$ cat src/rtl/mau_pkg.sv
// Shared constants, state encoding and load-decode helpers for the MAU load path.
package mau_pkg;

  localparam logic [2:0] F3_LB  = 3'b000;
  localparam logic [2:0] F3_LH  = 3'b001;
  localparam logic [2:0] F3_LW  = 3'b010;
  localparam logic [2:0] F3_LBU = 3'b100;
  localparam logic [2:0] F3_LHU = 3'b101;

  localparam logic [1:0] HTRANS_IDLE   = 2'b00;
  localparam logic [1:0] HTRANS_NONSEQ = 2'b10;

  localparam logic [2:0] HSIZE_BYTE = 3'b000;
  localparam logic [2:0] HSIZE_HALF = 3'b001;
  localparam logic [2:0] HSIZE_WORD = 3'b010;

  typedef enum logic [1:0] {
    ST_IDLE = 2'd0,
    ST_ADDR = 2'd1,
    ST_DATA = 2'd2
  } mau_state_e;

  function automatic logic [2:0] hsize_of(input logic [2:0] f3);
    logic [2:0] sz;
    case (f3)
      F3_LH, F3_LHU: sz = HSIZE_HALF;
      F3_LW:         sz = HSIZE_WORD;
      default:       sz = HSIZE_BYTE;
    endcase
    return sz;
  endfunction

  // A request is legal only for a known load code at a naturally aligned address.
  function automatic logic load_legal(input logic [2:0] f3, input logic [1:0] addr_lo);
    logic ok;
    case (f3)
      F3_LB, F3_LBU: ok = 1'b1;
      F3_LH, F3_LHU: ok = ~addr_lo[0];
      F3_LW:         ok = (addr_lo == 2'b00);
      default:       ok = 1'b0;
    endcase
    return ok;
  endfunction

endpackage

$ cat src/rtl/mau_load_align.sv
// Picks the addressed byte/half lane out of a 32-bit read word and extends it.
module mau_load_align
  import mau_pkg::*;
(
  input  logic [31:0] hrdata,
  input  logic [1:0]  addr_lo,
  input  logic [2:0]  funct3,
  output logic [31:0] result
);

  logic [7:0]  byte_v;
  logic [15:0] half_v;

  always_comb begin
    case (addr_lo)
      2'd0:    byte_v = hrdata[7:0];
      2'd1:    byte_v = hrdata[15:8];
      2'd2:    byte_v = hrdata[23:16];
      default: byte_v = hrdata[31:24];
    endcase
    half_v = addr_lo[1] ? hrdata[31:16] : hrdata[15:0];

    case (funct3)
      F3_LB:   result = {{24{byte_v[7]}}, byte_v};
      F3_LBU:  result = {24'd0, byte_v};
      F3_LH:   result = {{16{half_v[15]}}, half_v};
      F3_LHU:  result = {16'd0, half_v};
      default: result = hrdata;
    endcase
  end

endmodule

$ cat src/rtl/mau_load.sv
// MAU load path: one AHB-lite read per request, then aligned write-back or error pulse.
// Handshake: a request transfers on a rising edge where req_valid && req_ready.
module mau_load
  import mau_pkg::*;
#(
  parameter int ADDR_W = 32,
  parameter int DATA_W = 32
) (
  input  logic              hclk,
  input  logic              hrst,
  input  logic              req_valid,
  output logic              req_ready,
  input  logic [4:0]        req_rd,
  input  logic [ADDR_W-1:0] req_addr,
  input  logic [2:0]        req_funct3,
  output logic [ADDR_W-1:0] haddr,
  output logic [1:0]        htrans,
  output logic [2:0]        hsize,
  output logic              hwrite,
  input  logic              hready,
  input  logic [DATA_W-1:0] hrdata,
  input  logic              hresp,
  output logic [4:0]        mau_load_rd,
  output logic [DATA_W-1:0] mau_load_data,
  output logic              mau_load_en,
  output logic              load_err
);

  mau_state_e        state_q, state_d;
  logic [4:0]        rd_q, rd_d;
  logic [ADDR_W-1:0] addr_q, addr_d;
  logic [2:0]        f3_q, f3_d;
  logic [4:0]        wb_rd_q, wb_rd_d;
  logic [DATA_W-1:0] wb_data_q, wb_data_d;
  logic              wb_en_q, wb_en_d;
  logic              err_q, err_d;
  logic [DATA_W-1:0] aligned;

  mau_load_align u_align (
    .hrdata  (hrdata),
    .addr_lo (addr_q[1:0]),
    .funct3  (f3_q),
    .result  (aligned)
  );

  always_ff @(posedge hclk or posedge hrst) begin
    if (hrst) begin
      state_q   <= ST_IDLE;
      rd_q      <= '0;
      addr_q    <= '0;
      f3_q      <= '0;
      wb_rd_q   <= '0;
      wb_data_q <= '0;
      wb_en_q   <= 1'b0;
      err_q     <= 1'b0;
    end else begin
      state_q   <= state_d;
      rd_q      <= rd_d;
      addr_q    <= addr_d;
      f3_q      <= f3_d;
      wb_rd_q   <= wb_rd_d;
      wb_data_q <= wb_data_d;
      wb_en_q   <= wb_en_d;
      err_q     <= err_d;
    end
  end

  always_comb begin
    state_d   = state_q;
    rd_d      = rd_q;
    addr_d    = addr_q;
    f3_d      = f3_q;
    wb_rd_d   = wb_rd_q;
    wb_data_d = wb_data_q;
    wb_en_d   = 1'b0;
    err_d     = 1'b0;
    req_ready = 1'b0;
    htrans    = HTRANS_IDLE;

    case (state_q)
      ST_IDLE: begin
        req_ready = 1'b1;
        if (req_valid) begin
          rd_d   = req_rd;
          addr_d = req_addr;
          f3_d   = req_funct3;
          if (load_legal(req_funct3, req_addr[1:0])) state_d = ST_ADDR;
          else                                       err_d   = 1'b1;
        end
      end
      ST_ADDR: begin
        htrans = HTRANS_NONSEQ;
        if (hready) state_d = ST_DATA;
      end
      ST_DATA: begin
        if (hready) begin
          state_d = ST_IDLE;
          if (hresp) begin
            err_d = 1'b1;
          end else if (rd_q != 5'd0) begin
            // x0 loads still run on the bus but never reach write-back.
            wb_en_d   = 1'b1;
            wb_rd_d   = rd_q;
            wb_data_d = aligned;
          end
        end
      end
      default: state_d = ST_IDLE;
    endcase
  end

  // Address-phase outputs come straight from latched request fields, so they stay stable under wait states.
  assign haddr         = addr_q;
  assign hsize         = hsize_of(f3_q);
  assign hwrite        = 1'b0;
  assign mau_load_rd   = wb_rd_q;
  assign mau_load_data = wb_data_q;
  assign mau_load_en   = wb_en_q;
  assign load_err      = err_q;

endmodule

$ cat config.mk
export PLATFORM = sky130hd
export DESIGN_NAME = mau_load
export DESIGN_NICKNAME = d
export VERILOG_FILES = /design/src/rtl/mau_pkg.sv /design/src/rtl/mau_load_align.sv /design/src/rtl/mau_load.sv
export SDC_FILE = /design/constraint.sdc
export NUM_CORES = 1
export LEC_CHECK = 0
export ABC_AREA = 1
export BUFFER_PORTS_ARGS = -buffer_cell sky130_fd_sc_hd__buf_2
export CAP_MARGIN = 15
export CELL_PAD_IN_SITES_DETAIL_PLACEMENT = 0
export CELL_PAD_IN_SITES_GLOBAL_PLACEMENT = 1
export CORE_MARGIN = 4
export CORE_UTILIZATION = 35
export DETAILED_ROUTE_END_ITERATION = 8
export PLACE_DENSITY_LB_ADDON = 0.1
export SYNTH_ARGS = -nofsm -noshare
export SYNTH_HDL_FRONTEND = slang
export SYNTH_SLANG_ARGS = --single-unit
$ cat constraint.sdc
create_clock -name hclk -period 3.4 [get_ports hclk]
set_input_delay 0 -clock hclk [delete_from_list [all_inputs] [get_ports hclk]]
set_output_delay 0 -clock hclk [all_outputs]
set_load 0.02 [all_outputs]
Word level (Yosys, flattened, before mapping). Cells that the tools add are included. W data, S select, Z words.

Output and inout bits: 78. Register bits after elaboration: 81. Word-level logic and storage cells: 61.

Equality and inequality tests: 16. Reduce and logical (&&, ||, !) cells: 12. Bitwise operators: 2. Multiplexer cells: 23.

Operators by type and width (number): $pmux W32 S4 (1); $pmux W8 S3 (1); $mux W16 (1); $eq A3 B3 Y1 const B (4); $mux W1 (11); $mux W2 (5); $ne A2 B2 Y1 const B (4); $reduce_and A4 Y1 (2); $eq A3 B1 Y1 const B (2); $eq A3 B2 Y1 const B (2); $logic_not A2 Y1 (3); $logic_not A3 Y1 (2); $pmux W2 S3 (1); $reduce_or A2 Y1 (3); $reduce_bool A5 Y1 (1); $eq A2 B1 Y1 const B (2); $eq A2 B2 Y1 const B (2); $pmux W2 S2 (1); $pmux W1 S3 (1); $not A1 Y1 (2); $pmux W1 S2 (1); $reduce_and A2 Y1 (1).

Longest topological paths before layout.
Word-level depth: 8. Gate-level depth with buffers: 10. Gate-level depth less buffers: 8.

Hierarchy. A second synthesis with hierarchy kept.

Cell total of the unflattened synthesis: 563. Area total of the unflattened synthesis: 4135.2 um2.

Modules (own cells, without submodules): mau_load (area an instance 3239.4 um2, cells each 371, times used 1, seq. area each 2026.9 um2); mau_load_align (area an instance 895.9 um2, cells each 192, times used 1, seq. area each 0.0 um2).

Worst setup path after synthesis. OpenSTA, ideal clock, no wires.

Kind: flip-flop to flip-flop. Start point: register state_q[1]. End point: register addr_q[10], in the netlist haddr[10]. Setup slack: 1.968 ns. Path buffers: 1. Arrival time: 1.307 ns. Cell stages (with the launch flop): 5. Path through: dfrtp_1 -> nor2_2 -> nand2_2 -> buf_6 -> mux2_4.

Word-level cells in the longest chain between the ends: 2.

RTL lines: from (decl) (line mau_load.sv:29) `mau_state_e state_q, state_d;`; from (signal assigned) (line mau_load.sv:57) `state_q <= state_d;`; $logic_not A2 Y1 (line mau_load.sv:80) `case (state_q)`; $reduce_and A2 Y1 (no line); to (signal assigned) (line mau_load.sv:59) `addr_q <= addr_d;`; to (decl) (line mau_load.sv:31) `logic [ADDR_W-1:0] addr_q, addr_d;`.

Every way passes these cells. A chain may end at the register's enable or synchronous reset.

Final worst setup path.
Start point: register rd_q[2]. End point: register wb_data_q[31], in the netlist mau_load_data[31].

Word-level cells in the longest chain between the ends: 2.

RTL lines: from (decl) (line mau_load.sv:30) `logic [4:0] rd_q, rd_d;`; from (signal assigned) (line mau_load.sv:58) `rd_q <= rd_d;`; $reduce_bool A5 Y1 (line mau_load.sv:100) `end else if (rd_q != 5'd0) begin`; $reduce_and A4 Y1 (no line); to (signal assigned) (line mau_load.sv:62) `wb_data_q <= wb_data_d;`; to (decl) (line mau_load.sv:34) `logic [DATA_W-1:0] wb_data_q, wb_data_d;`.

Every way passes these cells.

==> flow_summary.json <==
{
  "status": "complete, no violations",
  "synth.area.top_cells": "dfrtp_1, mux2_4, nand2_1, inv_1, nand3_1",
  "ys_warn_count": 0,
  "period_needed_ns": 2.02,
  "syn_area_per_cell_um2": 8.82,
  "path_cells": "nor2_1 -> nand3_1 -> nand2_4 -> inv_2 -> or2_2 -> nand2_1 -> inv_1",
  "place_ws_ns": 1.33,
  "reg2reg_setup_slack_ns": 1.38,
  "viasPerCell": 4.48,
  "crit_family": "simple AND/OR/NAND/NOR gates",
  "slew_headroom": 0.340,
  "pin_count": 155,
  "required_ns": 3.63,
  "crit_cells": 7,
  "vias": 3623,
  "tns_ns": 0,
  "critPathMaxStageDelay_ns": 0.47,
  "path_class": "register to register",
  "synth_top_cell_by_area": "dfrtp_1",
  "grt_use_total": 0.173,
  "hold_viol": 0,
  "synthDistinctLibCells": 31,
  "fp.dieArea_um2": 13600,
  "initial_utilization": 0.360,
  "final_cell_mix": "buf_2, nand2_1, dfrtp_1",
  "rsz0062_at_grt": "false",
  "cp_slowest_cell": "nand2_4",
  "worst_slew_pin_slew_ns": 0.987,
  "reg2reg_depth": 7,
  "holdCritPathClass": "input port to register",
  "clk_latency_ns": 0.34,
  "grt_max_degree": 54,
  "synth-seq-cells": 81,
  "finalWeightedCongestion": 0.766,
  "drive_gt1_frac": 0.345,
  "syn-cell-area_um2": 4150,
  "wl_per_cell_um": 14.1,
  "drc": 0,
  "synth_top_area_frac": 0.489,
  "cts.htree.levels": 3,
  "power.total_w": 0.00455,
  "setup_violations": 0,
  "overflow": 0,
  "portBuffers": 151,
  "rows": 39,
  "dp_hpwl_um": 8000,
  "maxSlewViolCount": 0,
  "period_share": 0.595,
  "wirelength_um": 11400,
  "ctsRootBufferMaster": "clkbuf_16",
  "coreArea_um2": 11500,
  "path_buf_inv": 2,
  "crit_end": "mau_load_data[31]",
  "maxCapViolCount": 0,
  "die_w_um": 117,
  "cp-end-kind": "register",
  "fmax_mhz": 494,
  "reg2reg_from": "rd_q[2]",
  "utilization": 0.501,
  "final_antenna_net_count": 0,
  "cts_setup_buffers": 0,
  "numCtsBuffers": 9,
  "clock_path_buffers": 2,
  "fin_area_um2": 5770,
  "powerDensity_nw_per_um2": 788,
  "areaGrowthSynthToFinish_pct": 39.3,
  "netlist_instances": 470,
  "startpoint": "rd_q[2]",
  "ys_seq_area_frac": 0.489,
  "diodes": 0,
  "grt_pass1_wl_um": 18300,
  "layout.nets": 738,
  "cts_sinks": 81,
  "path_max_fanout": 51,
  "dr.pass1.iters": 4,
  "cts_tree": "done",
  "vdd_drop_max_mv": 0.441,
  "start_kind": "register",
  "r2r_end": "mau_load_data[31]",
  "fin_ws_ns": 1.38,
  "placed_area_um2": 4940,
  "final_common_cell": "buf_2",
  "fin_worst_skew_ns": 0.00847,
  "arrival_ns": 2.26,
  "antenna_found_initial": 0,
  "drtIter0Drc": 213,
  "grt_pass1_vias": 3786,
  "path_clk_slew_ns": 0.06,
  "leakage_nw": 3.20,
  "die_y_um": 117
}
-- metrics by stage --
stage | hold WS, ns | cells
6_report | 0.0273 | 809
2_1_floorplan | 0.0863 | 472
4_1_cts | 0.0220 | 809
5_1_grt | 0.0655 | 809
3_3_place_gp | 0.230 | 743
3_5_place_dp | 0.235 | 743
-- final cells by class --
type	instances	area, um^2
repair buffers	205	1290
clock inverters	5	86.3
flip-flops and latches	81	2030
multi-input cells	301	1710
well taps	143	179
fillers	1125	5740
inverters	63	238
clock buffers	11	243
-- flip-flops by register name, summed over array words and instances, names as in the netlist --
register	cells
haddr	32
mau_load_rd	5
f3_q	3
state_q	2
load_err	1
mau_load_en	1
mau_load_data	32
rd_q	5
-- Yosys cell counts (all sizes together) --
cell	n
nand3	27
mux2	30
o31ai	1
inv	63
a21boi	1
o22ai	1
o21ai	30
a31oi	1
dfrtp	81
nand4	1
nor3	5
clkbuf	4
buf	23
or2	16
o211ai	1
conb	1
nand2	118
a21oi	29
nor2	37
-- cells by family (layout without fill, tap and decap cells) --
group                  after synthesis  count (layout)  synth area share
DFF                                 81              81             0.489
muxes                               30              30             0.108
AOI/OAI and AO/OA                   64              64            0.0833
other                                1               3          0.000905
and+or+nand+nor                    204             204             0.220
buffers and inverters               90             284            0.0993
-- worst min path at each step --
| stage | depth (start not counted) | slack [ns] | from | to |
|---|---|---|---|---|
| final | 5 | 0.03 | hrdata[10] | mau_load_data[10] |
| after global routing | 5 | 0.07 | hrdata[11] | mau_load_data[11] |
| after CTS | 5 | 0.02 | hrdata[10] | mau_load_data[10] |
| after detailed placement | 2 | 0.23 | req_addr[22] | haddr[22] |
| after global placement | 2 | 0.23 | hrst | mau_load_data[30] |
| after floorplan | 1 | 0.09 | hready | state_q[0] |
-- power by group --
group          switching (W)  internal (W)
Sequential          0.000252       0.00134
Clock               0.000399      0.000670
Combinational        0.00113      0.000758
Total                0.00178       0.00276
-- routing by layer --
metal / routed length [um] / vias up / share of wire / global-route usage
met2: 5410 / 132 / 0.47 / 0.284
met3: 963 / 4 / 0.085 / 0.0663
met5: 0 / - / 0 / 0
met1: 4970 / 1643 / 0.44 / 0.218
li1: - / 1844 / - / -
met4: 51 / 0 / 0.0045 / 0.0405
-- tightest hold or removal path, delay by kind of cell --
kind | cells | cell delay, ns
AND/OR/NAND/NOR | 2 | 0.10
buffers and inverters | 2 | 0.17
AO/OA/AOI/OAI | 1 | 0.06
-- timing repair --
| item | in CTS | in global routing |
|---|---|---|
| gates resized for setup | 0 | 0 |
| hold buffers | 50 | 0 |
| hold endpoints to repair | 101 | 0 |
No activity file was read; power rests on OpenSTA's default activity.
